==> src/rtl/traffic_light_monitor.sv <==
// Passive observer of a traffic-light controller's lamp lines: locks onto the
// RED -> YEL1 -> GREEN -> YEL2 sequence, checks hold times and counts cycles.
module traffic_light_monitor #(
  parameter int RED       = 1,
  parameter int YELLOW    = 5,
  parameter int GREEN     = 7,
  parameter int CNT_WIDTH = 16
) (
  input  logic                 clk,
  input  logic                 i_rst,
  input  logic                 i_red,
  input  logic                 i_yellow,
  input  logic                 i_green,
  output logic                 o_locked,
  output logic [2:0]           o_phase,
  output logic                 o_err,
  output logic [2:0]           o_err_code,
  output logic [CNT_WIDTH-1:0] o_cycle_cnt
);

  localparam int MAX_RY  = (RED > YELLOW) ? RED : YELLOW;
  localparam int MAX_DUR = (MAX_RY > GREEN) ? MAX_RY : GREEN;
  localparam int DUR_W   = $clog2(MAX_DUR + 1);

  localparam logic [2:0] L_RED = 3'b100;
  localparam logic [2:0] L_YEL = 3'b010;
  localparam logic [2:0] L_GRN = 3'b001;

  localparam logic [2:0] E_SHORT   = 3'd1;
  localparam logic [2:0] E_LONG    = 3'd2;
  localparam logic [2:0] E_ORDER   = 3'd3;
  localparam logic [2:0] E_ILLEGAL = 3'd4;
  localparam logic [2:0] E_DARK    = 3'd5;

  typedef enum logic [2:0] {
    ST_SYNC  = 3'd0,
    ST_RED   = 3'd1,
    ST_YEL1  = 3'd2,
    ST_GREEN = 3'd3,
    ST_YEL2  = 3'd4
  } state_t;

  state_t               state, state_nxt, succ_state;
  logic [DUR_W-1:0]     dur, dur_nxt, exp_dur;
  logic                 prev_red;
  logic                 err, err_nxt;
  logic [2:0]           err_code, code_nxt, err_val;
  logic [CNT_WIDTH-1:0] cycle_cnt, cnt_nxt;
  logic [2:0]           lamps, cur_lamp, next_lamp;
  logic                 hit;

  assign lamps = {i_red, i_yellow, i_green};

  always_ff @(posedge clk) begin
    if (i_rst) begin
      state     <= ST_SYNC;
      dur       <= '0;
      prev_red  <= 1'b1;
      err       <= 1'b0;
      err_code  <= '0;
      cycle_cnt <= '0;
    end else begin
      state     <= state_nxt;
      dur       <= dur_nxt;
      prev_red  <= i_red;
      err       <= err_nxt;
      err_code  <= code_nxt;
      cycle_cnt <= cnt_nxt;
    end
  end

  // Per-phase lamp, successor lamp/state and required hold time.
  always_comb begin
    cur_lamp   = 3'b000;
    next_lamp  = 3'b000;
    exp_dur    = '0;
    succ_state = ST_SYNC;
    case (state)
      ST_RED:   begin cur_lamp = L_RED; next_lamp = L_YEL; exp_dur = DUR_W'(RED);    succ_state = ST_YEL1;  end
      ST_YEL1:  begin cur_lamp = L_YEL; next_lamp = L_GRN; exp_dur = DUR_W'(YELLOW); succ_state = ST_GREEN; end
      ST_GREEN: begin cur_lamp = L_GRN; next_lamp = L_YEL; exp_dur = DUR_W'(GREEN);  succ_state = ST_YEL2;  end
      ST_YEL2:  begin cur_lamp = L_YEL; next_lamp = L_RED; exp_dur = DUR_W'(YELLOW); succ_state = ST_RED;   end
      default:  ;
    endcase
  end

  always_comb begin
    state_nxt = state;
    dur_nxt   = dur;
    err_nxt   = 1'b0;
    code_nxt  = err_code;
    cnt_nxt   = cycle_cnt;
    hit       = 1'b0;
    err_val   = '0;
    if (state == ST_SYNC) begin
      if (lamps == L_RED && !prev_red) begin
        state_nxt = ST_RED;
        dur_nxt   = DUR_W'(1);
      end
    end else begin
      if (!$onehot0(lamps)) begin
        hit = 1'b1; err_val = E_ILLEGAL;
      end else if (lamps == 3'b000) begin
        hit = 1'b1; err_val = E_DARK;
      end else if (lamps == cur_lamp) begin
        if (dur == exp_dur) begin
          hit = 1'b1; err_val = E_LONG;
        end else begin
          dur_nxt = dur + DUR_W'(1);
        end
      end else if (lamps != next_lamp) begin
        hit = 1'b1; err_val = E_ORDER;
      end else if (dur < exp_dur) begin
        hit = 1'b1; err_val = E_SHORT;
      end else begin
        state_nxt = succ_state;
        dur_nxt   = DUR_W'(1);
        if (state == ST_YEL2) cnt_nxt = cycle_cnt + CNT_WIDTH'(1);
      end
      // Dropping to SYNC with prev_red tracking forces a fresh red edge to re-lock.
      if (hit) begin
        err_nxt   = 1'b1;
        code_nxt  = err_val;
        state_nxt = ST_SYNC;
        dur_nxt   = '0;
      end
    end
  end

  assign o_locked    = (state != ST_SYNC);
  assign o_phase     = state;
  assign o_err       = err;
  assign o_err_code  = err_code;
  assign o_cycle_cnt = cycle_cnt;

endmodule

==> config.mk <==
export PLATFORM = sky130hd
export DESIGN_NAME = traffic_light_monitor
export DESIGN_NICKNAME = d
export VERILOG_FILES = /design/src/rtl/traffic_light_monitor.sv
export SDC_FILE = /design/constraint.sdc
export NUM_CORES = 1
export LEC_CHECK = 0
export BUFFER_PORTS_ARGS = -buffer_cell sky130_fd_sc_hd__buf_2
export CAP_MARGIN = 25
export CORE_UTILIZATION = 35
export DETAILED_ROUTE_END_ITERATION = 7
export SYNTH_ARGS = -nofsm -noshare
export SYNTH_HDL_FRONTEND = slang
export SYNTH_SLANG_ARGS = --single-unit
==> constraint.sdc <==
create_clock -name clk -period 5 [get_ports clk]
set_input_delay 0.25 -clock clk [delete_from_list [all_inputs] [get_ports clk]]
set_output_delay 0.25 -clock clk [all_outputs]
set_load 0.02 [all_outputs]
# == Yosys cells after proc, flatten, opt, wreduce, memory -nomap -nowiden ==
# Index checks and enable logic that the tools add are counted.
# word_totals
input_bits,5
elab_cells,80
register_bits,27
out_inout_bits,24
# classes
n_lt_le_gt_ge,2
bitwise_logic,5
n_addsub,4
mux,34
eq_ne,16
reduce_logical,13
# op_table
cell,n
3-bit two-way mux,19
3-bit case mux with 3 select lines,3
16-bit by 1-bit adder with 16-bit output (second input constant),1
3-bit by 2-bit inequality test with 1-bit output (second input constant),4
4-bit by 3-bit inequality test with 1-bit output (second input constant),3
3-bit case mux with 4 select lines,1
6-bit AND reduction,2
1-bit two-way mux,9
7-bit AND reduction,1
3-bit by 2-bit equality test with 1-bit output (second input constant),2
3-bit equality test,2
3-bit equality test (second input constant),2
3-bit logical NOT,2
3-bit nonzero test,2
2-bit OR reduction,3
1-bit NOT,5
2-bit two-way mux,2
3-bit by 1-bit adder with 3-bit output (second input constant),1
3-bit by 1-bit equality test with 1-bit output (second input constant),1
3-bit < comparator,1
3-bit inequality test,1
1-bit by 1-bit adder with 2-bit output,1
2-bit by 1-bit adder with 2-bit output,1
2-bit by 1-bit less-or-equal comparator with 1-bit output (second input constant),1
other kinds (4),4

# == Depth between registers and ports, before layout ==
# Gate-level depths: netlist (run 1).
# depth
word_depth,12
depth_mapped,12
mapped_depth_nobuf,9

# == Least setup slack after synthesis (run 1) ==
# No wires, ideal clock.
# synth_path
path_type,reg-to-reg
start,"reg state[2], in the netlist o_phase[2]"
end,"reg err_code[0], in the netlist o_err_code[0]"
path_slack_ns,2.046
period_less_slack_ns,2.954
required_ns,4.877
setup_ns,0.123
arrival_time_ns,2.830
path_buffers,3
path_stages_with_launch,13
path_cell_list,dfxtp_1 -> buf_6 -> buf_8 -> nor3b_1 -> a21oi_1 -> ha_1 -> nand3_1 -> or2_2 -> a211o_1 -> and3_1 -> clkbuf_1 -> a21o_1 -> mux2_1
# synth_between
elab_chain_cells,11
word_cells_on_any_way,28
classes_between,order compare (1); eq/ne (7); mux (15); bitwise (1); reduce/logical (4)
# synth_rtl
element,line,source
start: declaration,43,"state_t state, state_nxt, succ_state;"
start signal: assignment,63,state <= state_nxt;
3-bit equality test / 3-bit by 2-bit equality test with 1-bit output (equally long branches),78,case (state)
2-bit OR reduction (no source line),--,
3-bit case mux with 3 select lines,78,
3-bit < comparator,113,end else if (dur < exp_dur) begin
1-bit two-way mux,113,
1-bit two-way mux,111,end else if (lamps != next_lamp) begin
1-bit two-way mux,105,end else if (lamps == cur_lamp) begin
1-bit two-way mux,103,end else if (lamps == 3'b000) begin
1-bit two-way mux,101,if (!$onehot0(lamps)) begin
1-bit two-way mux,95,if (state == ST_SYNC) begin
2-bit AND reduction (no source line),--,
end signal: assignment,67,err_code <= code_nxt;
end: declaration,47,"logic [2:0] err_code, code_nxt, err_val;"
# Several ways; a longest one is shown, not always the timed one. The select of a mux whose other input is x is not followed.
# A chain may end at the register's enable or synchronous reset.

# == Worst setup path after layout (run 1) ==
# Same ends and word-level chain as after synthesis.

==> results of run 1 <==
==> layer usage <==
layer  GRT usage  vias up
met2       0.253       28
li1            -      811
met1       0.216      739
met4      0.0327        0
met5           0        -
met3      0.0138        2
==> power breakdown <==
group          switching, mW  internal [mW]
sequential            0.0229          0.232
clock                 0.0634         0.0569
combinational          0.128         0.0838
total                  0.215          0.373
==> critical path: stages (launching register included) <==
cell	delay, ns
dfxtp_1	0.67
nor3b_1	0.41
a21oi_1	0.08
ha_1	0.31
nand3_1	0.10
or2_2	0.30
a211o_1	0.28
and3_1	0.25
a21o_1	0.25
mux2_1	0.32
==> per-stage QoR <==
step	setup slack, ns	instances
2_1_floorplan	2.05	209
3_3_place_gp	2.02	287
3_5_place_dp	1.93	287
4_1_cts	1.91	291
5_1_grt	1.66	291
6_report	1.92	291
==> worst max-delay path by stage <==
stage | from | to | cells past startpoint
after CTS | o_phase[2]$_SDFFE_PP0P_ | o_err_code[0]$_SDFFE_PP0P_ | 9
final | o_phase[2]$_SDFFE_PP0P_ | o_err_code[0]$_SDFFE_PP0P_ | 9
after global routing | o_phase[2]$_SDFFE_PP0P_ | o_err_code[0]$_SDFFE_PP0P_ | 9
after global placement | o_phase[2]$_SDFFE_PP0P_ | o_err_code[0]$_SDFFE_PP0P_ | 9
after detailed placement | o_phase[2]$_SDFFE_PP0P_ | o_err_code[0]$_SDFFE_PP0P_ | 9
after floorplan | o_phase[2]$_SDFFE_PP0P_ | o_err_code[0]$_SDFFE_PP0P_ | 12
==> cell families after synthesis <==
logic type,Yosys count,share of synthesized area
DFF,27,0.308
muxes,5,0.0300
AOI/OAI and AO/OA,52,0.228
buffers and inverters,27,0.0785
adders and majority gates,6,0.0428
xor gates and xnor gates,4,0.0200
and+or+nand+nor,88,0.293
==> layout by cell type, fill, tap and decap left out, types with 6 or more instances in the layout <==
cell      n
or4_1     9
ha_1      6
nand3_1   9
buf_2    28
nor2_1   10
nor3_1    7
dfxtp_1  27
inv_1     9
o31ai_1   9
a21oi_1  13
nand2_1  15
o21ai_0   7
==> flip-flops by register name (all words and copies together) (netlist names) <==
name,cells
dur,3
o_cycle_cnt,16
o_err,1
o_err_code,3
o_phase,3
prev_red,1
==> area by class of cell <==
cell class,count,area [sq um]
fillers,492,2860
well taps,67,83.8
repair buffers,29,148
clock buffers,4,45.0
multi-input cells,155,1080
inverters,9,33.8
flip-flops and latches,27,541
==> results.yml, run 1 <==
clocking:
  cts_tree: "built"
  cts.clk_slew.worst_paths_ns: 0.09
  cts-root-buf: "clkbuf_8"
  clock_path_buffers: 2
  post_cts_buffers: 0
  clock-sinks: 27
  worstSkewPairLatency_ns: 0.26
  cts.repair.resized: 0
  numCtsBuffers: 3
  cts_max_level: 1
  postCtsHoldBufs: 0
yosys:
  yosys.area.top_type: "dfxtp_1"
  postSynthRegisterBits: 27
  synth.most_common_cell: "dfxtp_1"
  yosysUniqueCellTypes: 54
  synthesis.nets: 220
  synthTopCellsByArea: "dfxtp_1, ha_1, o31ai_1"
  synth_area_per_cell_sq_um: 8.39
  ys_seq_area_frac: 0.308
  synth-edff-count: 0
  ys.flop_type: "dfxtp_1"
  synth.cell_area_sq_um: 1750
  netlist_top_cells_count: "dfxtp_1, nand2_1, a21oi_1, clkbuf_1, nor2_1"
  synthCells: 209
  synth_warnings: 0
  yosysTopAreaCellShare: 0.308
  async_reset_ff_frac: 0
placement:
  dpl-instance-area_sq_um: 1880
  dp_hpwl_mm: 2.71
  port_buffers: 28
  place.gp.congestion: 0.819
critical_path:
  start_kind: "flop"
  r2r_start: "o_phase[2]$_SDFFE_PP0P_"
  end_kind: "flop"
  path_max_fanout: 18
  reg2reg_depth: 9
  critPathKind: "reg -> reg"
  arrival_ns: 3.23
  cp.required_ns: 5.15
  rrSetupSlack_ns: 1.92
  r2r_end: "o_err_code[0]$_SDFFE_PP0P_"
grt:
  grt_use_total: 0.153
  globalRouteOverflowTotal: 0
  grt_pass1_wl_mm: 6.59
  grt_pass1_vias: 1400
  grt_max_degree: 31
  grt_antenna_before_repair: 0
routing:
  wl_met3_um: 127
  vias_per_cell: 5.43
  drtIter0Drc: 109
  post-route-drc-count: 0
  wirelength_mm: 3.83
  top_layer_used: "met4"
  wl_per_cell_um: 13.2
  routed-wl-met2_mm: 1.70
  wl_met1_mm: 1.98
  first_pass_iters: 4
  final_antenna_net_count: 0
  dr_total_vias: 1580
sta:
  maxSlewViolCount: 0
  skew_ns: 0.00527
  rsz0062_at_grt: "false"
  setup_tns_ns: 0
  min_period_ns: 3.08
  whs_ns: 0.324
  slew_headroom: 0.551
  post-route-period-util: 0.615
  hold_viol: 0
  worst_pin_slew_ns: 0.669
  setup_viol: 0
  max_freq_ghz: 0.325
finish:
  final_util: 0.403
  syn_to_final_growth_pct: 9.84
  diodes: 0
  fin_nets: 236
  fin_area_sq_um: 1930
  layout-drive-gt1-share: 0.201
floorplanning:
  io_pins: 29
  die_h_um: 72.8
  core-area_sq_um: 4790
  core.rowCount: 25
  start_util: 0.367
  die_x_um: 72.8
  die_area_sq_um: 5300
hold_path:
  min_to: "prev_red$_SDFF_PP1_"
  worstHoldStart: "i_red"
  hold_path_class: "in -> reg"
  hold_path_depth: 2
job:
  maxCapViolations: 0
status:
  status: "finished clean"
power:
  total_power_uw: 587
  irDropWorstVdd_mv: 0.126
  p_per_area_nw_per_um2: 305
  p_leak_nw: 0.755
Note: power is estimated with default switching activity, not from simulation.
==> run 2, diff against run 1 <==
Clock period 5 ns to 2.53 ns, I/O delays scaled along.
==> run 2 against run 1 <==
  * Cell count grew 7.6%
  * Non-clock buffer count grew 22
  * Via count grew 7.6%
  * Clock skew grew 0.00073 ns
  * Routed wire length grew 15%
  * Worst setup slack lost 1.9 ns
  * Clock power grew 110%
  * Final area grew 18%
  * Hold slack lost 0.14 ns
  * Utilization grew 7.3 points
  * Global-route usage grew 0.44 points
  * Largest cell class unchanged
  * Highest routed layer unchanged
==> results.yml, run 2 (synthesized netlist as in run 1, its figures left out) <==
finish:
  layout-drive-gt1-share: 0.374
  final_common_cell: "buf_2"
  n_fill_cell: 497
  final_cell_mix: "buf_2, dfxtp_1, buf_4, nand2_1, nor2_1"
  regArea_sq_um: 546
  multi_input_area_sq_um: 1190
  diodes: 0
  largest_reg_flops: 16
  fin_nets: 258
  syn_to_final_growth_pct: 29.7
floorplanning:
  die_area_sq_um: 5300
  die_h_um: 72.8
  die_x_um: 72.8
  start_util: 0.367
  core-area_sq_um: 4790
  io_pins: 29
  core.rowCount: 25
sta:
  setup_viol: 0
  skew_ns: 0.00599
  worst_pin_slew_ns: 0.597
  slew_headroom: 0.602
  whs_ns: 0.188
  min_period_ns: 2.46
  max_freq_ghz: 0.407
  post-route-period-util: 0.972
  setup_tns_ns: 0
  hold_viol: 0
  maxSlewViolCount: 0
routing:
  post-route-drc-count: 0
  wirelength_mm: 4.41
  first_pass_iters: 4
  wl_per_cell_um: 14.1
  final_antenna_net_count: 0
  vias_per_cell: 5.43
  dr_total_vias: 1700
  drtIter0Drc: 78
grt:
  grt_pass1_wl_mm: 6.58
  grt_max_degree: 31
  globalRouteOverflowTotal: 0
  grt_use_total: 0.157
  grt_antenna_before_repair: 0
  grt_pass1_vias: 1429
critical_path:
  r2r_end: "o_cycle_cnt[11]$_SDFFE_PP0P_"
  end_kind: "flop"
  critPathKind: "reg -> reg"
  reg2reg_depth: 11
  path_max_fanout: 9
  start_kind: "flop"
  r2r_start: "o_phase[0]$_SDFFE_PP0P_"
  cp.required_ns: 2.74
  arrival_ns: 2.67
  rrSetupSlack_ns: 0.07
power:
  irDropWorstVdd_mv: 0.288
  p_per_area_nw_per_um2: 594
  p_leak_nw: 0.930
hold_path:
  min_to: "prev_red$_SDFF_PP1_"
  worstHoldStart: "i_red"
  hold_path_class: "in -> reg"
  hold_path_depth: 2
status:
  status: "finished clean"
clocking:
  clock-sinks: 27
  worstSkewPairLatency_ns: 0.27
  cts_max_level: 1
  postCtsHoldBufs: 0
  clock_path_buffers: 2
  numCtsBuffers: 3
  cts_tree: "built"
  cts.clk_slew.worst_paths_ns: 0.09
  cts-root-buf: "clkbuf_8"
placement:
  port_buffers: 28
  place.gp.congestion: 0.919
  dp_hpwl_mm: 2.90
job:
  maxCapViolations: 0
[run 2: changes by cell type in the layout (fill, tap and decap cells not counted), moves of 4 or more]
cell and change:
a21oi_1 -5, a21oi_2 +5, buf_4 +16, o31ai_1 -4, o31ai_2 +4, or4_1 -4
or4_4 +4
[run 2: area by class of cell]
| type | count | area share |
|---|---|---|
| multi-input combinational | 155 | 0.524 |
| sequential | 27 | 0.240 |
| timing repair buffer | 51 | 0.165 |
| tap | 67 | 0.0368 |
| clock buffer | 4 | 0.0198 |
| inverter | 9 | 0.0148 |
[run 2: worst max-delay path by stage]
stage,startpoint,to,slack [ns],cells after the start
final,o_phase[0]$_SDFFE_PP0P_,o_cycle_cnt[11]$_SDFFE_PP0P_,0.07,11
after global routing,o_phase[0]$_SDFFE_PP0P_,o_err_code[0]$_SDFFE_PP0P_,-0.02,10
after CTS,o_phase[0]$_SDFFE_PP0P_,o_cycle_cnt[7]$_SDFFE_PP0P_,0.02,10
after detailed placement,o_phase[0]$_SDFFE_PP0P_,o_err_code[0]$_SDFFE_PP0P_,0.06,10
after global placement,o_phase[0]$_SDFFE_PP0P_,o_err_code[0]$_SDFFE_PP0P_,0.05,10
after floorplan,o_phase[2]$_SDFFE_PP0P_,o_err_code[0]$_SDFFE_PP0P_,-0.05,12
[run 2: worst max-delay path, cell delays in order (launching register included)]
cell,delay [ns]
dfxtp_2,0.35
buf_8,0.14
nor3b_4,0.24
a21oi_2,0.08
ha_4,0.28
o21ai_2,0.05
a22oi_2,0.19
nand4b_1,0.14
buf_6,0.16
buf_12,0.13
or4_1,0.51
a21oi_2,0.12
[run 2: per-layer routing]
layer | track usage | part of all wire
met2 | 0.255 | 0.47
met4 | 0.0196 | 0.0043
met5 | 0 | 0
met1 | 0.220 | 0.49
met3 | 0.0331 | 0.034
[run 2: power breakdown]
part           leakage [nW]  switching [mW]  internal (mW)  total [mW]
Combinational         0.687           0.329          0.291       0.620
Sequential            0.220          0.0259          0.459       0.485
Clock                0.0228           0.135          0.113       0.247
[run 2: per-stage QoR]
step            util  cells  worst slack (ns)  power [mW]  instance area (sq um)
2_1_floorplan      -    209           -0.0516       0.881                   1790
3_3_place_gp   0.422    300            0.0459        1.05                   2020
3_5_place_dp   0.422    300            0.0561        1.05                   2020
4_1_cts        0.431    304            0.0193        1.30                   2060
5_1_grt        0.476    313           -0.0163        1.44                   2280
6_report       0.476    313            0.0707        1.35                   2280
[run 2: repair_timing]
| action | in CTS | in global routing |
|---|---|---|
| gates resized for setup | 0 | 25 |
| buffers inserted | 0 | 7 |
| endpoints found under the hold margin | 0 | 0 |
| endpoints found under the setup margin | 0 | 15 |
